<file path="src/rtl/div_pkg.sv">
// div_pkg: shared definitions for the sequential signed divider.
//   ST_IDLE/ST_RUN/ST_FIX/ST_DONE : state encodings
//   state_t                       : FSM state type built on those encodings
//   cnt_width(n)                  : step-counter width able to hold 0..n
package div_pkg;

    localparam logic [1:0] ST_IDLE = 2'd0;
    localparam logic [1:0] ST_RUN  = 2'd1;
    localparam logic [1:0] ST_FIX  = 2'd2;
    localparam logic [1:0] ST_DONE = 2'd3;

    typedef enum logic [1:0] {
        IDLE = ST_IDLE,
        RUN  = ST_RUN,
        FIX  = ST_FIX,
        DONE = ST_DONE
    } state_t;

    function automatic int cnt_width(input int n);
        return $clog2(n) + 1;
    endfunction

endpackage

</file>
<file path="src/rtl/div_step.sv">
// div_step: one combinational radix-2 restoring division step.
//   r      in  nb+1 : partial remainder
//   q      in  nb   : quotient / remaining dividend bits
//   b      in  nb   : divisor magnitude
//   r_next out nb+1 : partial remainder after the step
//   q_next out nb   : quotient after the step (new bit in LSB)
module div_step #(
    parameter int nb = 8
) (
    input  logic [nb:0]   r,
    input  logic [nb-1:0] q,
    input  logic [nb-1:0] b,
    output logic [nb:0]   r_next,
    output logic [nb-1:0] q_next
);

    logic [nb:0]   r_shift;
    logic [nb+1:0] diff;

    assign r_shift = {r[nb-1:0], q[nb-1]};
    // One extra bit so the sign of the trial subtraction is visible.
    assign diff    = {1'b0, r_shift} - {2'b00, b};

    always_comb begin
        q_next = {q[nb-2:0], 1'b0};
        r_next = r_shift;
        if (!diff[nb+1]) begin
            r_next    = diff[nb:0];
            q_next[0] = 1'b1;
        end
    end

endmodule

</file>
<file path="src/rtl/seq_divider.sv">
// seq_divider: sequential signed divider, restoring algorithm on magnitudes
// with a sign fix-up; one quotient bit per clock.
//   clk         in   : clock
//   rst         in   : synchronous active-high reset
//   start       in   : latch A/B and begin a divide (aborts one in flight)
//   A, B        in   : dividend, divisor (two's complement, nb bits)
//   Quotient    out  : signed quotient, rounds toward zero
//   Remainder   out  : signed remainder, sign of the dividend
//   ready       out  : high in IDLE/DONE
//   div_by_zero out  : last completed divide had B = 0
//   overflow    out  : last completed divide was min / -1
//
// state | meaning
// IDLE  | after reset, outputs zero
// RUN   | one restoring step per cycle, nb steps
// FIX   | sign fix-up, outputs written
// DONE  | result held until next start
module seq_divider
    import div_pkg::*;
#(
    parameter int nb = 8
) (
    input  logic          clk,
    input  logic          rst,
    input  logic          start,
    input  logic [nb-1:0] A,
    input  logic [nb-1:0] B,
    output logic [nb-1:0] Quotient,
    output logic [nb-1:0] Remainder,
    output logic          ready,
    output logic          div_by_zero,
    output logic          overflow
);

    localparam int CW = cnt_width(nb);
    localparam logic [nb-1:0] MIN_VAL = {1'b1, {(nb-1){1'b0}}};

    state_t        state, state_next;
    logic [CW-1:0] cnt;
    logic [nb-1:0] mag_b, a_hold, q, q_step;
    logic [nb:0]   r, r_step;
    logic          sign_q, sign_r, dbz_pend, ovf_pend;
    logic [nb-1:0] mag_a_in, mag_b_in;

    // |min| wraps to itself, which reads correctly as the unsigned 2^(nb-1).
    assign mag_a_in = A[nb-1] ? -A : A;
    assign mag_b_in = B[nb-1] ? -B : B;
    assign ready    = (state == IDLE) || (state == DONE);

    div_step #(.nb(nb)) u_step (
        .r      (r),
        .q      (q),
        .b      (mag_b),
        .r_next (r_step),
        .q_next (q_step)
    );

    always_comb begin
        state_next = state;
        case (state)
            RUN:     if (cnt == CW'(nb - 1)) state_next = FIX;
            FIX:     state_next = DONE;
            default: state_next = state;
        endcase
        if (start) state_next = (B == '0) ? FIX : RUN;
    end

    always_ff @(posedge clk) begin
        if (rst) begin
            state       <= IDLE;
            cnt         <= '0;
            mag_b       <= '0;
            a_hold      <= '0;
            q           <= '0;
            r           <= '0;
            sign_q      <= 1'b0;
            sign_r      <= 1'b0;
            dbz_pend    <= 1'b0;
            ovf_pend    <= 1'b0;
            Quotient    <= '0;
            Remainder   <= '0;
            div_by_zero <= 1'b0;
            overflow    <= 1'b0;
        end else begin
            state <= state_next;
            if (start) begin
                mag_b    <= mag_b_in;
                a_hold   <= A;
                q        <= mag_a_in;
                r        <= '0;
                cnt      <= '0;
                sign_q   <= A[nb-1] ^ B[nb-1];
                sign_r   <= A[nb-1];
                dbz_pend <= (B == '0);
                ovf_pend <= (A == MIN_VAL) && (B == '1);
            end else begin
                case (state)
                    RUN: begin
                        r   <= r_step;
                        q   <= q_step;
                        cnt <= cnt + CW'(1);
                    end
                    FIX: begin
                        // The min/-1 case needs no special datapath: the
                        // magnitude quotient 2^(nb-1) already wraps to min.
                        if (dbz_pend) begin
                            Quotient  <= '1;
                            Remainder <= a_hold;
                        end else begin
                            Quotient  <= sign_q ? -q : q;
                            Remainder <= sign_r ? -r[nb-1:0] : r[nb-1:0];
                        end
                        div_by_zero <= dbz_pend;
                        overflow    <= ovf_pend;
                    end
                    default: ;
                endcase
            end
        end
    end

endmodule

</file>
<file path="config.mk">
export PLATFORM = sky130hd
export DESIGN_NAME = seq_divider
export DESIGN_NICKNAME = d
export VERILOG_FILES = /design/src/rtl/div_pkg.sv /design/src/rtl/div_step.sv /design/src/rtl/seq_divider.sv
export SDC_FILE = /design/constraint.sdc
export NUM_CORES = 1
export LEC_CHECK = 0
export CELL_PAD_IN_SITES_DETAIL_PLACEMENT = 2
export CELL_PAD_IN_SITES_GLOBAL_PLACEMENT = 2
export CORE_AREA = 4 4 111 113
export DETAILED_ROUTE_END_ITERATION = 10
export DIE_AREA = 0 0 115 117
export GPL_TIMING_DRIVEN = 0
export HOLD_SLACK_MARGIN = 0.05
export PLACE_DENSITY = 0.77
export SETUP_SLACK_MARGIN = 0.05
export SLEW_MARGIN = 0
export SYNTH_ARGS = -nofsm -noshare
export SYNTH_HDL_FRONTEND = slang
export SYNTH_SLANG_ARGS = --single-unit
</file>
<file path="constraint.sdc">
create_clock -name clk -period 2.1 [get_ports clk]
set_clock_uncertainty 0.2 [all_clocks]
set_input_delay 0.525 -clock clk [delete_from_list [all_inputs] [get_ports clk]]
set_output_delay 0.525 -clock clk [all_outputs]
set_load 0.02 [all_outputs]
</file>
-- Word level (Yosys, flattened, before mapping)
Index checks and enable logic that the tools add are counted.
- flip-flop bits (word level): 60
- logic and storage cells: 52
- input bits: 19
- output and inout port bits: 19
- bitwise logic cells: 2
- $add $sub $neg: 6
- reductions and logical operators: 9
- equality and inequality tests: 7
- multiplexer cells: 14
- operators with widths (kind ; number):
    8-bit 2-to-1 mux ; 9
    8-bit negation ; 4
    8-bit equality test, second input constant ; 2
    9-bit by 8-bit subtractor with 10-bit output ; 1
    8-bit logical NOT ; 1
    2-bit 2-to-1 mux ; 3
    4-bit by 1-bit adder with 4-bit output, second input constant ; 1
    2-bit equality test, second input constant ; 2
    4-bit by 3-bit equality test with 1-bit output, second input constant ; 1
    2-bit case mux with 2 select lines ; 1
    2-bit AND reduction ; 2
    3-bit != test, second input constant ; 1
    3-bit nonzero test ; 1
    2-bit by 1-bit equality test with 1-bit output, second input constant ; 1
    2-bit logical NOT ; 1
    2-bit nonzero test ; 1
    2-bit OR reduction ; 1
    1-bit logical AND ; 1
    1-bit logical OR ; 1
    1-bit 2-to-1 mux ; 1
    1-bit inverter ; 1
    1-bit XOR ; 1

-- Logic depth before layout (Yosys ltp)
- word-level depth: 4
- depth in mapped cells: 9

-- By module
Synthesis repeated with hierarchy kept, for this count alone.
- cells, all modules: 408
- area total of the unflattened synthesis: 3542.1 µm²
- modules (own cells, without submodules) (module ; cells an instance ; area each (µm²) ; times used):
    seq_divider ; 334 ; 2982.9 ; 1
    div_step ; 74 ; 559.3 ; 1

-- Worst setup path before layout
Ideal clock, no wire load.
- path kind: input -> register
- start point: in B[0]
- end point: reg state[0]
- setup time: 0.134 ns
- required time: 1.766 ns
- data arrival time: 1.881 ns
- cell stages on the path: 7
- slack: -0.115 ns
- path through: inv_1 -> ha_1 -> or3b_2 -> or3_1 -> o31a_1 -> nor2_1 -> a211oi_1
- cells in the longest elaborated chain, start to end: 3
- ends and longest elaborated chain (element ; RTL line ; RTL):
    start, declared ; seq_divider.sv:27 ; input logic [nb-1:0] B,
    8-bit logical NOT ; seq_divider.sv:65 ; if (start) state_next = (B == '0) ? FIX : RUN;
    2-bit 2-to-1 mux (2 in a row) ; seq_divider.sv:65 ;
    end signal, assigned ; seq_divider.sv:85 ; state <= state_next;
    end, declared ; seq_divider.sv:38 ; state_t state, state_next;
Every way passes these cells.
A chain may end at the register's enable or synchronous reset.

-- Worst setup path in the final report
- start point: reg mag_b[2]
- end point: reg r[7]
- cells in the longest elaborated chain, start to end: 2
- ends and longest elaborated chain (element ; RTL line ; RTL):
    start, declared ; seq_divider.sv:40 ; logic [nb-1:0] mag_b, a_hold, q, q_step;
    start signal, assigned ; seq_divider.sv:87 ; mag_b <= mag_b_in;
    9-bit by 8-bit subtractor with 10-bit output ; div_step.sv:22 ; assign diff = {1'b0, r_shift} - {2'b00, b};
    8-bit 2-to-1 mux ; div_step.sv:27 ; if (!diff[nb+1]) begin
    end signal, assigned ; seq_divider.sv:99 ; r <= r_step;
    end, declared ; seq_divider.sv:41 ; logic [nb:0] r, r_step;
Every way passes these cells.

==> metrics.txt <==
# TYPE chip_impl_metric gauge
chip_impl_info{name="run_status",value="finished with violations"} 1
chip_impl_info{name="failed_checks",value="negative setup slack"} 1
chip_impl_info{name="synth_top_cell_by_area",value="sky130_fd_sc_hd__dfxtp_1"} 1
chip_impl_metric{name="core_region_area",unit="µm²"} 11320
chip_impl_metric{name="synth.area.mux_share",unit="%"} 5.088
chip_impl_metric{name="powerDensity",unit="nW/µm²"} 747.3
chip_impl_metric{name="antenna_left",unit=""} 0
chip_impl_metric{name="post_synth_instance_area",unit="µm²"} 3344
chip_impl_metric{name="finalWirelength",unit="µm"} 12230
chip_impl_info{name="element_type_at_the_critical_path_start",value="register"} 1
chip_impl_info{name="synth.area.top_cells",value="sky130_fd_sc_hd__dfxtp_1, sky130_fd_sc_hd__ha_1, sky130_fd_sc_hd__a211oi_1"} 1
chip_impl_metric{name="maxSlewViolCount",unit=""} 0
chip_impl_metric{name="final_layout_fill_cell_count",unit=""} 1254
chip_impl_metric{name="areaGrowthSynthToFinish",unit="%"} 40.44
chip_impl_metric{name="cts_hold_buf",unit=""} 0
chip_impl_info{name="synth_top_flop_cell",value="sky130_fd_sc_hd__dfxtp_1"} 1
chip_impl_metric{name="horizontal_extent_of_the_die",unit="µm"} 115
chip_impl_metric{name="fp-row-count",unit=""} 39
chip_impl_metric{name="finalHoldViolations",unit=""} 0
chip_impl_metric{name="hpwlAfterDp",unit="µm"} 8406
chip_impl_metric{name="synth.yosys.warnings",unit=""} 0
chip_impl_metric{name="detailedRoute.firstIterationViolations",unit=""} 88
chip_impl_metric{name="p_total",unit="W"} 0.003510
chip_impl_metric{name="worst-endpoint-required",unit="ns"} 2.17
chip_impl_metric{name="async_reset_ff_share",unit="%"} 0
chip_impl_metric{name="postSynthAreaPerCell",unit="µm²"} 8.177
chip_impl_metric{name="number_of_antenna_violations_at_the_first_check_in_global_routing",unit=""} 0
chip_impl_metric{name="wl_per_cell",unit="µm"} 19.66
chip_impl_metric{name="worstMarginPinSlew",unit="ns"} 0.6106
chip_impl_metric{name="worstPathArrival",unit="ns"} 2.31
chip_impl_metric{name="die-area",unit="µm²"} 13460
chip_impl_metric{name="cts_buffers",unit=""} 9
chip_impl_metric{name="tns_setup",unit="ns"} -0.3815
chip_impl_metric{name="grt_start_max_net_pins",unit=""} 11
chip_impl_metric{name="timing.max_cap.violations",unit=""} 0
chip_impl_info{name="setup_repair_after_global_routing_missed_its_margin",value="yes"} 1
chip_impl_metric{name="postSynthCellCount",unit=""} 409
chip_impl_metric{name="finalWorstSetupSlack",unit="ns"} -0.1440
chip_impl_info{name="clock_tree.root_cell",value="sky130_fd_sc_hd__clkbuf_16"} 1
chip_impl_metric{name="vdd_drop_max",unit="mV"} 0.3350
chip_impl_metric{name="synth_area_in_compound_gates",unit="%"} 17.43
chip_impl_info{name="tritoncts",value="yes"} 1
chip_impl_info{name="synth_top_family_by_area",value="simple AND/OR/NAND/NOR gates"} 1
chip_impl_metric{name="cts.reportedPaths.clkPinSlew",unit="ns"} 0.05
chip_impl_metric{name="min_period",unit="ns"} 2.244
chip_impl_info{name="hold_class",value="reg2reg"} 1
chip_impl_metric{name="synth_edf_count",unit=""} 0
chip_impl_metric{name="antenna_diode_count",unit=""} 0
chip_impl_metric{name="place_worst_setup_slack",unit="ns"} -0.9233
chip_impl_metric{name="cts_buffer_depth",unit=""} 2
chip_impl_metric{name="final_setup_violation_count",unit=""} 5
chip_impl_metric{name="power_leakage",unit="nW"} 1.805
chip_impl_info{name="post_synth_most_frequent_cells",value="sky130_fd_sc_hd__dfxtp_1, sky130_fd_sc_hd__nor2_1, sky130_fd_sc_hd__nand2_1"} 1
chip_impl_metric{name="synth_top_area_share",unit="%"} 35.32
chip_impl_metric{name="numPortBuffers",unit=""} 35
chip_impl_metric{name="layout.area.seq",unit="µm²"} 1212
chip_impl_metric{name="dieHeight",unit="µm"} 117
chip_impl_info{name="timing.critical_path.to_type",value="register"} 1
chip_impl_metric{name="num_io_pins",unit=""} 38
chip_impl_metric{name="cts_sinks",unit=""} 59
chip_impl_metric{name="layout_worst_path_cycle_share",unit="%"} 106.9
chip_impl_metric{name="insertion_delay",unit="ns"} 0.33
chip_impl_metric{name="first_pass_grt_wire_length",unit="µm"} 19020
chip_impl_metric{name="mappedNetlistNets",unit=""} 445
chip_impl_metric{name="synthAdderAreaFrac",unit="%"} 6.584
chip_impl_metric{name="detail_route.drc_violations",unit=""} 0
chip_impl_metric{name="drt_pre_antenna_iters",unit=""} 4
chip_impl_metric{name="synth_xor_area_share",unit="%"} 7.333
chip_impl_metric{name="timing.critical_path.fanout_max",unit=""} 6
chip_impl_metric{name="htreeDepth",unit=""} 3
chip_impl_metric{name="gp_congestion",unit=""} 0.7923
chip_impl_metric{name="hold-worst-slack",unit="ns"} 0.2562
chip_impl_metric{name="globalRouteTotalUtil",unit="%"} 18.47
chip_impl_metric{name="floorplan.initialDensity",unit="%"} 29.54
chip_impl_info{name="yosysMostFrequentCell",value="sky130_fd_sc_hd__dfxtp_1"} 1
chip_impl_metric{name="netlist_cell_types",unit=""} 46
chip_impl_metric{name="num_vias",unit=""} 3244
chip_impl_metric{name="yosysSeqAreaShare",unit="%"} 35.32
chip_impl_info{name="timing_worst_setup_path_type",value="reg2reg"} 1
chip_impl_metric{name="grt_remaining_overflow",unit=""} 0
chip_impl_metric{name="routed_via_density",unit=""} 5.215
chip_impl_metric{name="fin_nets",unit=""} 510
chip_impl_metric{name="ratio_of_cells_with_drive_above_1_in_the_final_layout",unit="%"} 24.43
chip_impl_metric{name="slew-limit-headroom",unit="%"} 59.29
chip_impl_metric{name="post-route-util",unit="%"} 41.49
chip_impl_metric{name="first_global_vias",unit=""} 3446
chip_impl_metric{name="area_taken_by_multi_input_logic_gates",unit="µm²"} 2237
chip_impl_metric{name="fmax",unit="MHz"} 445.6
chip_impl_metric{name="synth_seq_cells",unit=""} 59
chip_impl_metric{name="post_synth_and_or_nand_nor_area_fraction",unit="%"} 22.67
-- metrics by stage --
stage | area, µm² | cells
finish | 4697 | 622
CTS | 4528 | 614
global placement | 3998 | 587
global route | 4697 | 622
floorplan | 3468 | 409
detailed placement | 3998 | 587
-- power breakdown --
group,switching (W),internal [W]
Combinational,0.000405,0.000330
Sequential,0.0000582,0.00117
Clock,0.000531,0.00102
-- critical path, stage by stage (launching register included) --
cell,delay (ns)
sky130_fd_sc_hd__dfxtp_2,0.32
sky130_fd_sc_hd__inv_1,0.07
sky130_fd_sc_hd__ha_4,0.31
sky130_fd_sc_hd__nor2_2,0.07
sky130_fd_sc_hd__a2111oi_4,0.47
sky130_fd_sc_hd__nor2_4,0.13
sky130_fd_sc_hd__or4b_4,0.52
sky130_fd_sc_hd__nand3_2,0.09
-- placed cells by master (no fill, tap or decap), drive strengths merged, types with 3 or more instances in the layout --
cell / netlist / layout
dlygate4sd2: 0 / 3
clkbuf: 20 / 36
clkinvlp: 0 / 3
nand2: 30 / 30
buf: 4 / 25
nor2: 50 / 50
a211oi: 26 / 26
nand3: 7 / 7
a41oi: 3 / 3
ha: 16 / 16
clkdlybuf4s50: 0 / 22
o21ai: 14 / 14
or2: 3 / 3
nand4: 7 / 7
xnor2: 13 / 13
dfxtp: 59 / 59
mux2i: 17 / 17
a21oi: 23 / 23
inv: 23 / 22
nor3: 21 / 21
nor2b: 8 / 8
xor2: 15 / 15
o31ai: 5 / 5
nand2b: 11 / 11
dlymetal6s2s: 0 / 5
-- kinds of logic (layout without fill, tap and decap cells) --
| logic type | Yosys count | after routing |
|---|---|---|
| and+or+nand+nor | 154 | 154 |
| AOI/OAI and AO/OA | 86 | 86 |
| DFF | 59 | 59 |
| buffers and inverters | 48 | 118 |
| xor gates and xnor gates | 28 | 28 |
| adders and majority gates | 17 | 17 |
| muxes | 17 | 17 |
-- timing repair --
item / in CTS / in global routing
setup buffers: 12 / 10
endpoints found under the setup margin: 57 / 32
pin swaps: 21 / 10
resized for setup: 74 / 44
-- final timing paths --
path / startpoint / endpoint / slack [ns] / depth (start not counted)
setup reg to reg: mag_b[2] / r[7] / -0.14 / 7
setup / recovery: mag_b[2] / r[7] / -0.14 / 7
hold reg to reg: Remainder[6] / Remainder[6] / 0.26 / 2
hold / removal: Remainder[6] / Remainder[6] / 0.26 / 2
-- metal layers --
layer / wire [µm] / GRT usage (%)
met1: 5463 / 22.63
met2: 6258 / 33.72
met3: 315 / 2.982
met4: 193 / 4.695
met5: 0 / 0
-- area by class of cell --
| cell class | count | area share (%) |
|---|---|---|
| Sequential cell | 59 | 25.81 |
| Inverter | 23 | 2.291 |
| Tap cell | 143 | 3.809 |
| Timing Repair Buffer | 55 | 11.13 |
| Clock inverter | 3 | 0.9590 |
| Clock buffer | 13 | 5.754 |
| Buffer | 24 | 2.611 |
| Multi-Input combinational cell | 302 | 47.63 |
-- registers in the layout, indices dropped and copies added, names as in the netlist --
signal	flops
a_hold	8
r	8
Quotient	8
Remainder	8
state	2
cnt	4
overflow	1
dbz_pend	1
div_by_zero	1
sign_q	1
ovf_pend	1
q	8
mag_b	8
Note: power is estimated with default switching activity, not from simulation.
